**config.mk**
```make
export PLATFORM = sky130hd
export DESIGN_NAME = serial_frame_rx
export DESIGN_NICKNAME = d
export VERILOG_FILES = /design/src/rtl/serial_frame_rx.sv
export SDC_FILE = /design/constraint.sdc
export NUM_CORES = 1
export LEC_CHECK = 0
export CAP_MARGIN = 20
export CORE_MARGIN = 2
export CORE_UTILIZATION = 47
export DETAILED_ROUTE_END_ITERATION = 8
export PLACE_DENSITY = 0.73
export SETUP_SLACK_MARGIN = 0.4
export SYNTH_ARGS = -nofsm -noshare
export SYNTH_HDL_FRONTEND = slang
export SYNTH_SLANG_ARGS = --single-unit
```
**constraint.sdc**
```tcl
create_clock -name clk -period 1.4 [get_ports clk]
set_input_delay 0.28 -clock clk [delete_from_list [all_inputs] [get_ports clk]]
set_output_delay 0.28 -clock clk [all_outputs]
set_load 0.05 [all_outputs]
```
**src/rtl/serial_frame_rx.sv**
```systemverilog
// serial_frame_rx
// ---------------------------------------------------------------------------
// Serial-to-parallel frame receiver. Samples din once per clk, detects a
// start bit (1), assembles WIDTH data bits LSB-first, optionally checks an
// even-parity bit, then checks the stop bit (expected 0). Each completed
// frame is presented on a valid/ready output register together with its
// error flags.
//
// Parameters:
//   WIDTH      data bits per frame (2..32)
//   PARITY_EN  1 = an even-parity bit follows the data, 0 = no parity bit
//
// Ports:
//   clk        clock, rising edge
//   rst        synchronous active-high reset
//   din        serial input, idle level 0
//   out_data   received word, bit 0 = first data bit received
//   out_valid  out_data/par_err/frm_err hold a word
//   out_ready  consumer takes the word when out_valid & out_ready at an edge
//   par_err    parity mismatch for the presented word
//   frm_err    stop bit was 1 for the presented word
//   overrun    sticky: a completed frame was dropped (output register full)
//   busy       receiver is inside a frame
//
// Handshake: a word transfers on every rising edge where out_valid and
// out_ready are both 1. While out_valid=1 and out_ready=0, out_data and the
// flags do not change. out_valid never drops without a transfer.
// ---------------------------------------------------------------------------
module serial_frame_rx #(
    parameter int WIDTH     = 8,
    parameter bit PARITY_EN = 1'b1
) (
    input  logic             clk,
    input  logic             rst,
    input  logic             din,
    output logic [WIDTH-1:0] out_data,
    output logic             out_valid,
    input  logic             out_ready,
    output logic             par_err,
    output logic             frm_err,
    output logic             overrun,
    output logic             busy
);

    localparam int CW = $clog2(WIDTH);

    typedef enum logic [1:0] {
        IDLE   = 2'd0,
        DATA   = 2'd1,
        PARITY = 2'd2,
        STOP   = 2'd3
    } state_t;

    state_t           state;
    state_t           state_nxt;
    logic [CW-1:0]    cnt;
    logic [WIDTH-1:0] shreg;
    logic             par_pend;
    logic             last_bit;
    logic             out_free;

    assign last_bit = (cnt == CW'(WIDTH - 1));
    // The output register can take a new word if it is empty or is being
    // emptied on this very edge.
    assign out_free = !out_valid || out_ready;
    assign busy     = (state != IDLE);

    // State register
    always_ff @(posedge clk) begin
        if (rst) begin
            state <= IDLE;
        end else begin
            state <= state_nxt;
        end
    end

    // Next-state logic. STOP always returns to IDLE, so a stop bit of 1 is
    // never taken as the start of the next frame.
    always_comb begin
        state_nxt = state;
        case (state)
            IDLE:    if (din) state_nxt = DATA;
            DATA:    if (last_bit) state_nxt = PARITY_EN ? PARITY : STOP;
            PARITY:  state_nxt = STOP;
            STOP:    state_nxt = IDLE;
            default: state_nxt = IDLE;
        endcase
    end

    // Assembly datapath and output register
    always_ff @(posedge clk) begin
        if (rst) begin
            cnt       <= '0;
            shreg     <= '0;
            par_pend  <= 1'b0;
            out_data  <= '0;
            out_valid <= 1'b0;
            par_err   <= 1'b0;
            frm_err   <= 1'b0;
            overrun   <= 1'b0;
        end else begin
            case (state)
                IDLE: begin
                    if (din) cnt <= '0;
                end
                DATA: begin
                    shreg[cnt] <= din;
                    cnt        <= cnt + 1'b1;
                end
                PARITY: begin
                    // Even parity: data bits plus parity bit XOR to 0.
                    par_pend <= din ^ (^shreg);
                end
                default: ;
            endcase

            if (state == STOP) begin
                if (out_free) begin
                    out_data  <= shreg;
                    par_err   <= PARITY_EN ? par_pend : 1'b0;
                    frm_err   <= din;
                    out_valid <= 1'b1;
                end else begin
                    // Held word is kept; the new frame is lost.
                    overrun <= 1'b1;
                end
            end else if (out_valid && out_ready) begin
                out_valid <= 1'b0;
            end
        end
    end

endmodule

```
# ---- Word-level counts from Yosys, hierarchy flattened
# Index checks and enable logic that the tools add are counted.
# W data, S select, Z words.
dict set report word_totals {
  register_bits 26
  input_bits 4
  output_inout_bits 13
  word_cells 46
}
dict set report classes {
  add_sub_neg 1
  magnitude_cmp 2
  eq_ne 7
  mux 11
  bitwise 2
  n_reduce_logical 14
}
# operator count
set ops {}
lappend ops {{$reduce_and A2 Y1} 5}
lappend ops {{$bwmux W8} 1}
lappend ops {{$pmux W2 S4} 1}
lappend ops {{$reduce_xor A8 Y1} 1}
lappend ops {{$ne A2 B2 Y1 const B} 3}
lappend ops {{$pmux W3 S2} 1}
lappend ops {{$reduce_bool A2 Y1} 3}
lappend ops {{$eq A2 B2 Y1 const B} 2}
lappend ops {{$lt A3 B4 Y1 const B} 1}
lappend ops {{$mux W1} 4}
lappend ops {{$mux W2} 2}
lappend ops {{$add A3 B1 Y3 const B} 1}
lappend ops {{$demux W1 S3} 1}
lappend ops {{$eq A3 B3 Y1 const B} 1}
lappend ops {{$ge A3 B1 Y1 const B} 1}
lappend ops {{$mux W3} 1}
lappend ops {{$eq A2 B1 Y1 const B} 1}
lappend ops {{$logic_and A1 B1 Y1} 2}
lappend ops {{$logic_not A2 Y1} 1}
lappend ops {{$logic_not A1 Y1} 1}
lappend ops {{$logic_or A1 B1 Y1} 1}
lappend ops {{$not A1 Y1} 1}
lappend ops {{$xor A1 B1 Y1} 1}

# ---- Depth between registers and ports, before layout
# Gate-level depths: netlist (run 1).
dict set report depth {
  word_depth 5
  depth_mapped 7
  mapped_depth_nobuf 6
}

# ---- Worst setup path before layout (run 1)
# OpenSTA, ideal clock, no wires.
dict set report synth_timing {
  path_kind {register -> register}
  start {register out_valid}
  end {register out_data[5]}
  setup_time_ns 0.128
  t_arrival_ns 1.372
  path_slack_ns -0.099
  path_stages_with_launch 6
  path_buffers 1
  period_less_slack_ns 1.499
  path_cell_list {dfxtp_1 -> nor2b_1 -> nand2b_1 -> buf_4 -> mux2i_1 -> nor2_1}
}
dict set report synth_via {
  elab_chain_len 3
}
# item line
set synth_lines {}
lappend synth_lines {{from (decl)} 37} ;# output logic out_valid,
lappend synth_lines {{from (signal assigned)} 97} ;# out_valid <= 1'b0;
lappend synth_lines {{from (signal assigned)} 122} ;# out_valid <= 1'b1;
lappend synth_lines {{from (signal assigned)} 128} ;# out_valid <= 1'b0;
lappend synth_lines {{$logic_not A1 Y1} 65} ;# assign out_free = !out_valid || out_ready;
lappend synth_lines {{$logic_or A1 B1 Y1} 65}
lappend synth_lines {{$reduce_and A2 Y1 (no line)} n/a}
lappend synth_lines {{to (signal assigned)} 119} ;# out_data <= shreg;
lappend synth_lines {{to (decl)} 36} ;# output logic [WIDTH-1:0] out_data,
# Every way passes these cells.
# A chain may end at the register's enable or synchronous reset.

# ---- Worst setup path in the final report (run 1)
dict set report layout_timing {
  start {register state[1]}
  end {output busy}
}
dict set report layout_via {
  elab_chain_len 1
}
# item line
set layout_lines {}
lappend layout_lines {{from (decl)} 54} ;# state_t state;
lappend layout_lines {{from (signal assigned)} 73} ;# state <= state_nxt;
lappend layout_lines {{$reduce_bool A2 Y1} 66} ;# assign busy = (state != IDLE);
lappend layout_lines {{to (decl)} 42} ;# output logic busy
# Every way passes these cells.

==> results of run 1 <==
## sequential cells by signal (all words and copies together), names as in the netlist
name	count
state	2
overrun	1
out_data	8
par_err	1
out_valid	1
cnt	3
frm_err	1
shreg	8
par_pend	1
## critical path: cells and delay by family, from the launching register on
kind / cells / cell delay, ps
adders and majority gates: 1 / 140
buffers and inverters: 3 / 320
DFF: 1 / 380
## how the worst max path moves through the flow
| stage | startpoint | to | slack, ps | depth (start not counted) |
|---|---|---|---|---|
| global placement | out_ready | par_err$_SDFFE_PP0P_ | -60 | 5 |
| CTS | state[0]$_SDFFE_PP0P_ | busy | -40 | 4 |
| finish | state[1]$_SDFFE_PP0P_ | busy | -40 | 4 |
| global route | state[0]$_SDFFE_PP0P_ | busy | -80 | 4 |
| floorplan | state[1]$_SDFFE_PP0P_ | shreg[2]$_SDFFE_PP0P_ | 160 | 7 |
| detailed placement | out_ready | out_data[3]$_SDFFE_PP0P_ | -100 | 5 |
## layout make-up
cell class / instances / area, µm² / share of cell area, %
clock buffers: 4 / 26.3 / 1.35
inverters: 4 / 23.8 / 1.23
multi-input cells: 87 / 806 / 41.5
flip-flops and latches: 26 / 554 / 28.6
well taps: 30 / 37.5 / 1.93
repair buffers: 41 / 493 / 25.4
## layer usage
layer / wire length, µm / share of wire (%) / GRT usage (%) / vias up
li1: - / - / - / 491
met1: 1190 / 44 / 24.0 / 459
met5: 0 / 0 / 0 / -
met2: 1430 / 53 / 33.7 / 13
met3: 71 / 2.6 / 3.83 / 2
met4: 12 / 0.44 / 5.00 / 0
## Yosys cell counts (3+ instances only)
library cell   n  area [µm²]
nor2_1        28         105
dfxtp_1       26         521
mux2i_1       19         190
ha_1           7        87.6
clkbuf_1       5        18.8
inv_1          4        15.0
nand2b_1       4        25.0
nand2_1        3        11.3
xnor2_1        3        26.3
## cell usage in the layout (no fill, tap or decap), types with 2 or more instances in the layout
master            n
nor2_1           26
nor3b_2           2
nand3b_1          2
a21oi_2           2
nor2_2            2
ha_4              5
nand4b_1          2
dfxtp_1           7
dfxtp_4           4
xnor2_1           2
nand2b_4          4
dfxtp_2          15
nand2_1           3
mux2i_1          19
clkdlybuf4s50_1   3
inv_4             2
clkbuf_4          3
buf_4            21
buf_12           13
buf_6             4
xor2_1            2
## metrics by stage
| stage | total power [µW] | cells | util, % | TNS, ps |
|---|---|---|---|---|
| after global routing | 2820 | 192 | 79.8 | -132 |
| final | 2670 | 192 | 79.8 | -37.3 |
| after detailed placement | 1930 | 172 | 69.3 | -906 |
| after global placement | 1890 | 172 | 69.3 | -619 |
| after CTS | 2560 | 187 | 76.8 | -38.8 |
| after floorplan | 1660 | 124 | - | 0 |
## cell families after synthesis
group	Yosys count	share of synthesized area [%]
AO/OA/AOI/OAI	8	4.74
XOR/XNOR	6	5.58
adder cells (fa/ha/maj)	7	7.37
buffers and inverters	12	4.21
flip-flops	26	43.8
multiplexers	19	16.0
AND/OR/NAND/NOR	46	18.3
## what timing repair did
action	4_1_cts	5_1_grt
cloned	1	0
setup endpoints to repair	37	38
resized for setup	27	8
pin swaps	8	5
buffers inserted	10	5
## power by group
| group | switching [µW] | internal (µW) | total, µW |
|---|---|---|---|
| sequential | 83.1 | 833 | 916 |
| combinational | 678 | 742 | 1420 |
| clock | 219 | 111 | 331 |
| total | 980 | 1690 | 2670 |
==> summary.md, run 1 <==
| Metric | Value |
|---|---|
| Overflow after GRT | 0 |
| Max Clk Rate | 696 MHz |
| Core ar. | 0.00243 mm² |
| Routed WL | 2.70 mm |
| Hold worst-path end | overrun$_SDFFE_PP0P_ |
| Startpoint types | register |
| Iteration-0 DRC Markers | 3 |
| Status | finished, violations left |
| Endpoints failing setup | 1 |
| Hold crit path type | register to register |
| DR pass1 iterations | 4 |
| CTS buffer count | 3 |
| Via density | roughly 5 |
| Crit-path max FO | 3 |
| Drt wl/cell | approximately 14 µm |
| Maximum VDD drop | between 1 and 1.5 mV |
| Reg2reg start | state[0]$_SDFFE_PP0P_ |
| Max-cap viol count | 0 |
| Slowest CP cell | dfxtp_4 |
| Slew at the pin closest to its max-slew limit | 266 ps |
| GRT Util Overall | around a fifth |
| Post-DP Area | 0.00169 mm² |
| Worst-skew pair later-pin latency | 320 ps |
| Max-slew headroom | between 80 and 90% |
| Starting density of the core | between 40% and 50% |
| Fin crit share | 103% |
| Period minus WS final | about 1400 ps |
| Vias in the first global route | just over 900 |
| DRC | 0 |
| Mapped Cells | around 120 |
| WP data required | 1120 ps |
| Post-synth EDFFs | 0 |
| Netlist cell types | 27 |
| Design area | slightly below 0.002 mm² |
| Hold path startpoint | overrun$_SDFFE_PP0P_ |
| Crit Path Category | register to output pin |
| Register bit total from synthesis | 26 |
| Top_reg_cell synth | dfxtp_1 |
| Clk sinks | 26 |
| Fin. Hold Viols | 0 |
| Yosys warnings | 0 |
| WHS Path Cells | 2 |
| Mapped Nets | between 100 and 150 |
| Initial antenna violation count | 0 |
| Vias | about 970 |
| Clk_skew | roughly 11 ps |
| TritonCTS clock tree | built |
| Layout cell share with drive strength beyond 1 | between 50% and 60% |
| Placed wire-length estimate | ~1.7 mm |
| Syn Area/Cell | about 9.6 µm² |
| Final WS setup | -37.3 ps |
| PortBufs | 16 |
| Final Wtd Congestion | 0.753 |
| Hold_ws | 522 ps |
| R2r endpoint | shreg[2]$_SDFFE_PP0P_ |
| Pwr/cell area | between 1000 and 1500 mW/mm² |
| Setup slack at placement | -101 ps |
| Clock buffer depth | 2 |
| Final slew viol count | 0 |
| Setup slack, reg-to-reg | approximately 30 ps |
| Largest net degree at the start of global routing | 15 |
| Largest stage delay, worst path | 380 ps |
| NumNets Final | approximately 170 |
| H-Tree Depth | 1 |
| Clock transition at path regs | ~150 ps |
| # IOs | 17 |
| Cts hold-fix bufs | 0 |
| P_leak | around 0.00084 µW |
| Failing checks | setup timing |
| Seq/Total Area, Yosys | between 40 and 50% |
| Data arrival, critical path | approximately 1200 ps |
| Fillers | around 160 |
| First-pass GRT wire length | 4.06 mm |
| Post-DRT Antenna Nets | 0 |
| Crit path cell chain | inv_4, ha_4, clkinvlp_4, buf_12 |
| Die Width | 54.3 µm |
| Area grow syn2layout | 63.3% |
| Die area | approximately 0.0029 mm² |
| Mapped cell area | approximately 0.0012 mm² |
| Critical Path End Type | output pin |
| RSZ-0062 raised after global routing | true |
| R2R cell count | 6 |
| ANT cells | 0 |
| Row count | 18 |
| Die span in y | approximately 54 µm |
| Ys async rst share | 0% |
| Clock root cell | clkbuf_4 |
No activity file was read; power rests on OpenSTA's default activity.
==> run 2: changes to the inputs <==
--- a/config.mk
+++ b/config.mk
@@ -7,9 +7,10 @@
 export LEC_CHECK = 0
 export CAP_MARGIN = 20
 export CORE_MARGIN = 2
-export CORE_UTILIZATION = 47
+export CORE_UTILIZATION = 50
 export DETAILED_ROUTE_END_ITERATION = 8
-export PLACE_DENSITY = 0.73
+export DONT_BUFFER_PORTS = 1
+export PLACE_DENSITY = 0.68
 export SETUP_SLACK_MARGIN = 0.4
 export SYNTH_ARGS = -nofsm -noshare
 export SYNTH_HDL_FRONTEND = slang
==> run 2 against run 1 <==
Compared with the run above:
- the flow still finishes with violations (setup timing)
- clock power grew 37%
- routed wire length grew 3.4%
- fmax shrank 2.7%
==> summary.md, run 2 (synthesized netlist as in run 1, its figures left out) <==
| Metric | Value |
|---|---|
| Status | finished, violations left |
| Failing checks | setup timing |
| Die Width | 52.8 µm (-2.8%) |
| ANT cells | 0 (unchanged) |
| Final WS setup | -77.8 ps (-40.5 ps) |
| Vias | 977 (+1.2%) |
| P_leak | 0.000744 µW (-11%) |
| Drt wl/cell | 16.2 µm (+15%) |
| Layout cell share with drive strength beyond 1 | 47.9% (-6.4 points) |
| Max Clk Rate | 677 MHz (-2.7%) |
| Final slew viol count | 0 (unchanged) |
| Most frequent cells in the layout | 26 x nor2_1, 19 x mux2i_1, 11 x dfxtp_4, 11 x buf_4, 9 x dfxtp_1 |
| Hold crit path type | primary input to register |
| DRC | 0 (unchanged) |
| TritonCTS clock tree | built |
| Setup TNS | -119 ps (-81.9 ps) |
| Fin. Hold Viols | 0 (unchanged) |
| Worst setup startpoint | state[0]$_SDFFE_PP0P_ |
| Most common cell after layout, fill and taps aside | nor2_1 |
| Slew at the pin closest to its max-slew limit | 884 ps (+618 ps) |
| CTS buffer count | 3 (unchanged) |
| Routed WL | 2.79 mm (+3.4%) |
| Critical Path End Type | register |
| Die area | 0.00278 mm² (-5.6%) |
| R2r endpoint | state[1]$_SDFFE_PP0P_ |
| Worst-skew pair later-pin latency | 330 ps (about the same) |
| Regs by FF count | out_data x8, shreg x8, cnt x3 |
| WP data required | 1590 ps (+470 ps) |
| NumNets Final | 156 (-10%) |
| Clock root cell | clkbuf_4 |
| Design area | 0.00174 mm² (-10%) |
| R2R cell count | 6 (unchanged) |
| Overflow after GRT | 0 (unchanged) |
| Endpoints failing setup | 2 (+1) |
| H-Tree Depth | 1 (unchanged) |
| Via density | 5.68 (+13%) |
| Post-DRT Antenna Nets | 0 (unchanged) |
| DR pass1 iterations | 4 (unchanged) |
| RSZ-0062 raised after global routing | true |
| Maximum VDD drop | 1.75 mV (+18%) |
| Clk_skew | 12.1 ps (+0.615 ps) |
| First-pass GRT wire length | 4.33 mm (+6.8%) |
| Clock transition at path regs | 150 ps (about the same) |
| Max-slew headroom | 41.1% (-41 points) |
| Fin crit share | 106% (+2.9 points) |
| Post-DP Area | 0.00137 mm² (-19%) |
| Crit-path max FO | 4 (+1) |
| Final Wtd Congestion | 0.723 (-3.9%) |
| Pwr/cell area | 1580 mW/mm² (+15%) |
| Final Util | 78.0% (-1.8 points) |
| Largest net degree at the start of global routing | 25 (+10) |
| Total power | 2760 µW (+3.5%) |
| Period minus WS final | 1480 ps (+40.5 ps) |
| Crit Path Category | register to register |
| Startpoint types | register |
| Core ar. | 0.00223 mm² (-8.2%) |
| Max-cap viol count | 0 (unchanged) |
| Clock buffer depth | 2 (unchanged) |
| Data arrival, critical path | 1670 ps (+510 ps) |
| Setup slack, reg-to-reg | -80 ps (-110 ps) |
| Starting density of the core | 53.2% (+4.4 points) |
| Crit path capture | state[1]$_SDFFE_PP0P_ |
| # IOs | 17 (unchanged) |
| Reg2reg start | state[0]$_SDFFE_PP0P_ |
| Initial antenna violation count | 0 (unchanged) |
| Die span in y | 52.8 µm (-2.8%) |
| Placed wire-length estimate | 1.55 mm (-11%) |
| Iteration-0 DRC Markers | 20 (+17) |
| Area grow syn2layout | 46.5% |
| GRT Util Overall | 22.3% (+3.1 points) |
| Clk sinks | 26 (unchanged) |
| Non-Filler Instances | 172 (-10%) |
| Placed cells | 151 (-12%) |
| PortBufs | 0 (-16) |
| Vias in the first global route | 923 (+1.8%) |
| Row count | 17 (-1) |
==> run 2: cell types whose count changed in the layout (fill, tap and decap cells not counted), moves of 3 or more <==
cell / delta
buf_12: -13
buf_4: -10
dfxtp_2: -9
dfxtp_4: +7
buf_8: +5
clkdlybuf4s50_1: -3
==> run 2: report_power, final <==
group	switching, µW	internal, µW	leakage [µW]
registers	102	820	0.000222
clock network	236	218	0.0000261
logic	707	676	0.000496
==> run 2: how the worst min path moves through the flow <==
stage	start	end	slack, ps	depth (start not counted)
floorplan	out_ready	out_valid$_SDFFE_PP0P_	450	3
global placement	rst	cnt[0]$_SDFFE_PP0P_	340	1
detailed placement	rst	cnt[0]$_SDFFE_PP0P_	350	1
CTS	rst	par_pend$_SDFFE_PP0P_	80	1
global route	rst	par_pend$_SDFFE_PP0P_	70	1
finish	rst	par_pend$_SDFFE_PP0P_	100	1
==> run 2: final cells by class <==
class	instances	area, µm²
Multi-Input combinational cell	87	830
Sequential cell	26	569
Tap cell	28	35.0
Timing Repair Buffer	23	236
Clock buffer	4	47.5
Fill cell	150	492
Inverter	4	23.8
==> run 2: metal layers <==
layer / GRT usage [%] / part of all wire [%] / vias to the layer above
met5: 0 / 0 / -
met4: 12.4 / 4.8 / 0
met3: 4.00 / 4.2 / 12
met2: 36.7 / 48 / 35
met1: 27.2 / 43 / 472
li1: - / - / 458
==> run 2: timing repair <==
item | 4_1_cts | 5_1_grt
pin swaps | 6 | 5
endpoints found under the setup margin | 37 | 39
cloned | 1 | 0
gates resized for setup | 44 | 14
setup buffers | 11 | 3
hold buffers | 2 | 0
endpoints found under the hold margin | 24 | 0
==> run 2: metrics by stage <==
step | hold slack [ps] | setup WS (ps)
2_1_floorplan | 450 | 161
6_report | 96.8 | -77.8
5_1_grt | 67.4 | -113
3_3_place_gp | 344 | 149
4_1_cts | 84.4 | -28.4
3_5_place_dp | 347 | 129
==> run 2: critical path, stage by stage, from the launching register on <==
cell and delay [ps]:
dfxtp_4 390, buf_4 150, ha_4 180, buf_6 140, a21boi_4 160, mux2i_1 230
nor2_1 90
